File: config.mk
export PLATFORM = sky130hd
export DESIGN_NAME = drums_note_scheduler
export DESIGN_NICKNAME = d
export VERILOG_FILES = /design/src/rtl/drums_note_scheduler.sv
export SDC_FILE = /design/constraint.sdc
export NUM_CORES = 1
export LEC_CHECK = 0
export BUFFER_PORTS_ARGS = -buffer_cell sky130_fd_sc_hd__buf_2
export CELL_PAD_IN_SITES_DETAIL_PLACEMENT = 1
export CELL_PAD_IN_SITES_GLOBAL_PLACEMENT = 1
export CORE_MARGIN = 8
export CORE_UTILIZATION = 40
export CTS_CLUSTER_DIAMETER = 30
export CTS_CLUSTER_SIZE = 30
export DETAILED_ROUTE_END_ITERATION = 7
export GPL_ROUTABILITY_DRIVEN = 0
export PLACE_DENSITY_LB_ADDON = 0.15
export SLEW_MARGIN = 20
export SYNTH_ARGS = -nofsm -noshare
export SYNTH_HDL_FRONTEND = slang
export SYNTH_SLANG_ARGS = --single-unit
File: constraint.sdc
create_clock -name clk -period 3.56 [get_ports clk]
set_input_delay 0.534 -clock clk [delete_from_list [all_inputs] [get_ports clk]]
set_output_delay 0.534 -clock clk [all_outputs]
set_load 0.005 [all_outputs]
File: src/rtl/drums_note_scheduler.sv
// rtl/drums_note_scheduler.sv - drum game lane sequencer: game FSM, pattern ROM fetch, lane motion
// Optional DRUMS_SPEEDUP_EN: step grows by one on each pattern pointer wrap, up to 4*STEP.
module drums_note_scheduler #(
  parameter int SCREEN_LAST  = 479,
  parameter int LANE_SPACING = 120,
  parameter int STEP         = 1,
  parameter int PAT_AW       = 5
) (
  input  logic              clk,
  input  logic              reset,
  input  logic              frame_tick,
  input  logic              start,
  input  logic              perdio,
  output logic [PAT_AW-1:0] pat_addr,
  input  logic [4:0]        pat_data,
  output logic [9:0]        posL1,
  output logic [9:0]        posL2,
  output logic [9:0]        posL3,
  output logic [9:0]        posL4,
  output logic [4:0]        linea1,
  output logic [4:0]        linea2,
  output logic [4:0]        linea3,
  output logic [4:0]        linea4,
  output logic              score_reset,
  output logic              jugando,
  output logic [1:0]        state
);

  typedef enum logic [1:0] {
    IDLE = 2'd0,
    LOAD = 2'd1,
    PLAY = 2'd2,
    OVER = 2'd3
  } stateT;

  localparam logic [9:0] LAST = 10'(SCREEN_LAST);

  stateT             curState;
  stateT             nextState;
  logic [PAT_AW-1:0] ptr;
  logic [3:0]        loadCnt;
  logic              refillPhase;
  logic [3:0]        pending;
  logic [3:0]        wrapHit;
  logic [3:0]        capMask;
  logic [9:0]        pos     [4];
  logic [9:0]        posNext [4];
  logic [4:0]        lin     [4];
  logic [9:0]        curStep;
  logic              enterLoad;
  logic              advance;
  logic              capture;
  logic [1:0]        capLane;
  logic [1:0]        refLane;

  // Hold at the last row for one frame before wrapping so the scorer always sees both ends.
  function automatic logic [9:0] stepPos(input logic [9:0] p, input logic [9:0] s);
    logic [10:0] sum;
    sum = {1'b0, p} + {1'b0, s};
    if (p == LAST)
      stepPos = '0;
    else if (sum > {1'b0, LAST})
      stepPos = LAST;
    else
      stepPos = sum[9:0];
  endfunction

  always_comb begin
    nextState = curState;
    case (curState)
      IDLE: if (start) nextState = LOAD;
      LOAD: if (loadCnt == 4'd8) nextState = PLAY;
      PLAY: if (perdio) nextState = OVER;
      OVER: if (start) nextState = LOAD;
      default: nextState = IDLE;
    endcase
  end

  always_ff @(posedge clk) begin
    if (reset)
      curState <= IDLE;
    else
      curState <= nextState;
  end

  always_comb begin
    casez (pending)
      4'b???1: refLane = 2'd0;
      4'b??10: refLane = 2'd1;
      4'b?100: refLane = 2'd2;
      default: refLane = 2'd3;
    endcase
  end

  always_comb begin
    for (int i = 0; i < 4; i++) begin
      wrapHit[i] = (pos[i] == LAST);
      posNext[i] = stepPos(pos[i], curStep);
    end
  end

  assign enterLoad = (nextState == LOAD) && (curState != LOAD);
  assign advance   = (curState == PLAY) && frame_tick && !perdio;
  assign capture   = ((curState == LOAD) && loadCnt[0]) ||
                     ((curState == PLAY) && !perdio && refillPhase);
  assign capLane   = (curState == LOAD) ? loadCnt[2:1] : refLane;
  assign capMask   = capture ? (4'b0001 << capLane) : 4'b0000;

  // Each ROM read is two cycles: the address (pointer) sits for one cycle, the row is captured on the next.
  always_ff @(posedge clk) begin
    if (reset) begin
      ptr         <= '0;
      loadCnt     <= '0;
      refillPhase <= 1'b0;
      pending     <= '0;
      score_reset <= 1'b0;
      for (int i = 0; i < 4; i++) begin
        pos[i] <= '0;
        lin[i] <= '0;
      end
    end else begin
      score_reset <= enterLoad;
      if (enterLoad) begin
        ptr         <= '0;
        loadCnt     <= '0;
        refillPhase <= 1'b0;
        pending     <= '0;
        for (int i = 0; i < 4; i++)
          pos[i] <= 10'(i * LANE_SPACING);
      end else begin
        if (curState == LOAD)
          loadCnt <= loadCnt + 4'd1;
        if (advance) begin
          for (int i = 0; i < 4; i++)
            pos[i] <= posNext[i];
        end
        if ((curState == PLAY) && !perdio) begin
          pending     <= (pending | (advance ? wrapHit : 4'b0000)) & ~capMask;
          refillPhase <= refillPhase ? 1'b0 : (pending != 4'b0000);
        end
        if (capture) begin
          lin[capLane] <= pat_data;
          ptr          <= ptr + PAT_AW'(1);
        end
      end
    end
  end

`ifdef DRUMS_SPEEDUP_EN
  localparam logic [9:0] STEP_MAX = 10'(4 * STEP);
  logic [9:0] stepReg;

  always_ff @(posedge clk) begin
    if (reset || enterLoad)
      stepReg <= 10'(STEP);
    else if (capture && (ptr == '1) && (stepReg < STEP_MAX))
      stepReg <= stepReg + 10'd1;
  end

  assign curStep = stepReg;
`else
  assign curStep = 10'(STEP);
`endif

  assign pat_addr = ptr;
  assign jugando  = (curState == PLAY);
  assign state    = curState;
  assign posL1    = pos[0];
  assign posL2    = pos[1];
  assign posL3    = pos[2];
  assign posL4    = pos[3];
  assign linea1   = lin[0];
  assign linea2   = lin[1];
  assign linea3   = lin[2];
  assign linea4   = lin[3];

endmodule

==> metrics.md <==
| Metric | Value |
|---|---|
| Post-synth EDFFs | `50` |
| DP Cell Count | `647` |
| Ys Warns | `0` |
| Slew headroom | `45.86%` |
| Initial antenna violation count | `0` |
| Post-route minimum period | `2787 ps` |
| Via Count | `3560` |
| Required @ worst endpoint | `3510 ps` |
| Total gr overflow | `0` |
| Post-route setup TNS | `0 ps` |
| Yosys cell types | `62` |
| Cell Pwr Density | `645.7 mW/mm2` |
| Hold buffer count at cts | `0` |
| Area Overhead vs Synth | `17.03%` |
| CTS tree | `yes` |
| Hold depth | `2` |
| Fmax | `358.8 MHz` |
| Seq cells post-synth | `77` |
| Largest net degree at the start of global routing | `21` |
| Signal arrival time at the worst endpoint | `2730 ps` |
| CP Class | `reg2reg` |
| Die X | `119.5 um` |
| Hold Path Class | `in2reg` |
| Post_cts resized | `0` |
| Aggregate global-route resource usage | `15.40%` |
| Final setup margin | `773.2 ps` |
| HPWL reported at the end of detailed placement | `8562 um` |
| Number of nets with antenna violations after routing | `0` |
| CTS clk-pin slew, worst paths | `80 ps` |
| Synth top area cells | `edfxtp_1, dfxtp_1, ha_1` |
| Register area | `0.002042 mm2` |
| Slew @ Worst Pin | `811.3 ps` |
| Postcts setup bufs | `0` |
| Final wirelength | `11230 um` |
| Worst Hold End | `state[0]` |
| Starting Density | `41.31%` |
| Final Setup Violations | `0` |
| Ys flop type | `edfxtp_1` |
| Share of cells above drive strength 1 | `21.25%` |
| Die ar. | `0.01428 mm2` |
| WL per Instance | `16.94 um` |
| Yosys top cell area share | `35.05%` |
| Max Slew Vio Count | `0` |
| I/O Buffers | `78` |
| Max_cap viols | `0` |
| Min Hold Slack | `461.3 ps` |
| Syn Area/Cell | `9.715 um2` |
| Multi-input logic area | `0.002122 mm2` |
| Drt initial violations | `183` |
| Fin. Hold Viols | `0` |
| First-pass GRT wire length | `18460 um` |
| Vias per cell | `5.370` |
| Non-filler cells in the finished layout | `663` |
| H-tree depth | `3` |
| Nets | `545` |
| Sequential area share after synthesis | `47.66%` |
| CP Capture Type | `flip-flop` |
| Drt drc | `0` |
| 1st-pass router iterations | `4` |
| Ys async rst share | `0%` |
| Maximum root-to-sink buffer count | `2` |
| Filler Cells Inserted | `1250` |
| Worst-path fanout max | `20` |
| Mapped Area | `0.004284 mm2` |
| Vias in the first global route | `3685` |
| Period utilisation layout | `78.28%` |
| CP startpoint kind | `flip-flop` |
| Clk_lat worst skew | `340 ps` |
| Dpl ws | `832.8 ps` |
| CTS root buffer | `clkbuf_8` |
| VDD IR-drop max | `0.4108 mV` |
| R2R depth | `7` |
| RSZ-0062 raised after global routing | `false` |
| Core footprint | `0.01037 mm2` |
| Hold Startpoint | `reset` |
| Reg-to-reg slack, setup | `770 ps` |
| Die H | `119.5 um` |
| Num CTS Buffers | `9` |
| Worst Skew | `9.718 ps` |
| P_leak | `2.007 nW` |
| Num rows | `37` |
| Total I/O pin count | `79` |
| Largest area contributor in the netlist | `edfxtp_1` |
| Total Power | `0.003237 W` |
| Outcome | `complete, no violations` |
| Reg-to-Reg End | `pos[3][6]` |
| Reg-to-Reg Start | `state[0]` |
| Mapped Cells | `441` |
| Clock sink total | `77` |
| Diodes inserted | `0` |
-- metrics by stage --
stage,utilization [%],instance area (um2)
finish,48.35,5014
global route,48.35,5014
CTS,48.35,5014
detailed placement,46.46,4818
global placement,46.46,4818
floorplan,-,4292
-- registers in the layout, summed over array words and instances, names as in the netlist --
register,count
pat_addr,5
lin,20
pos,40
pending,4
loadCnt,4
refillPhase,1
score_reset,1
state,2
-- routing by layer --
metal / vias to the layer above / global-route usage [%] / wire length, um
li1: 1764 / - / -
met1: 1727 / 19.40 / 5257
met2: 62 / 26.55 / 5496
met3: 7 / 3.047 / 381
met4: 0 / 3.669 / 95
met5: - / 0 / 0
-- critical path: stages, from the launching register on --
cell       delay (ps)
dfxtp_1           420
inv_1              70
ha_1              320
o21ai_0           330
a2111oi_2         140
or2_2             300
nor2_1            340
inv_1             480
-- how the worst max path moves through the flow --
| stage | start | cells after the start | end | slack [ps] |
|---|---|---|---|---|
| global route | state[0] | 7 | pos[3][6] | 610 |
| floorplan | state[0] | 8 | pos[0][0] | 1040 |
| finish | state[0] | 7 | pos[3][6] | 770 |
| detailed placement | state[0] | 7 | pos[0][4] | 830 |
| CTS | state[0] | 7 | pos[3][6] | 810 |
| global placement | state[0] | 7 | pos[0][4] | 990 |
-- Yosys cell counts, types with 4 or more instances --
cell,count
nand4_1,9
edfxtp_1,50
inv_1,21
dfxtp_1,27
nor2_1,36
a211oi_1,5
nor3_1,11
clkbuf_1,8
o211ai_1,5
and2_1,11
mux2i_1,6
nand2b_1,6
a21oi_1,30
o21ai_0,17
nand3_1,19
xor2_1,13
a31o_2,5
and3_1,14
nand2_1,43
xnor2_1,17
ha_1,13
nor2b_1,9
and3b_1,4
-- power by group --
part	switching (W)	internal (W)
clock network	0.000341	0.000327
logic	0.000609	0.000430
registers	0.000316	0.00121
total	0.00127	0.00197
-- cell families (layout without fill, tap and decap cells) --
| group | count (synthesis) | count (layout) | share of synthesized area [%] |
|---|---|---|---|
| buffers and inverters | 33 | 117 | 2.979 |
| AOI/OAI and AO/OA | 96 | 96 | 15.22 |
| muxes | 6 | 6 | 1.402 |
| adders and majority gates | 13 | 13 | 3.797 |
| xor gates and xnor gates | 30 | 30 | 6.133 |
| other | 1 | 3 | 0.08753 |
| and+or+nand+nor | 185 | 185 | 22.72 |
| DFF | 77 | 77 | 47.66 |
-- placed cells by master (no fill, tap or decap), drive strengths merged, types with 4 or more instances in the layout --
master,synthesis,layout
nand4,9,9
mux2i,6,6
nand2,43,43
xnor2,17,17
and3b,4,4
nand2b,6,6
edfxtp,50,50
nand3,21,21
a211oi,5,5
dfxtp,27,27
o21ai,20,20
nor4,4,4
buf,4,80
xor2,13,13
and2,11,11
nor2b,9,9
nor2,38,38
ha,13,13
nor3,11,11
a21oi,30,30
a31o,5,5
clkbuf,8,9
and3,14,14
o211ai,5,5
inv,21,24
-- layout make-up --
cell class | count | share of cell area, %
Inverter | 21 | 1.572
Timing Repair Buffer | 80 | 8.086
Tap cell | 136 | 3.394
Sequential cell | 77 | 40.73
Clock buffer | 9 | 2.471
Multi-Input combinational cell | 333 | 42.33
Clock inverter | 7 | 1.423
No activity file was read; power rests on OpenSTA's default activity.
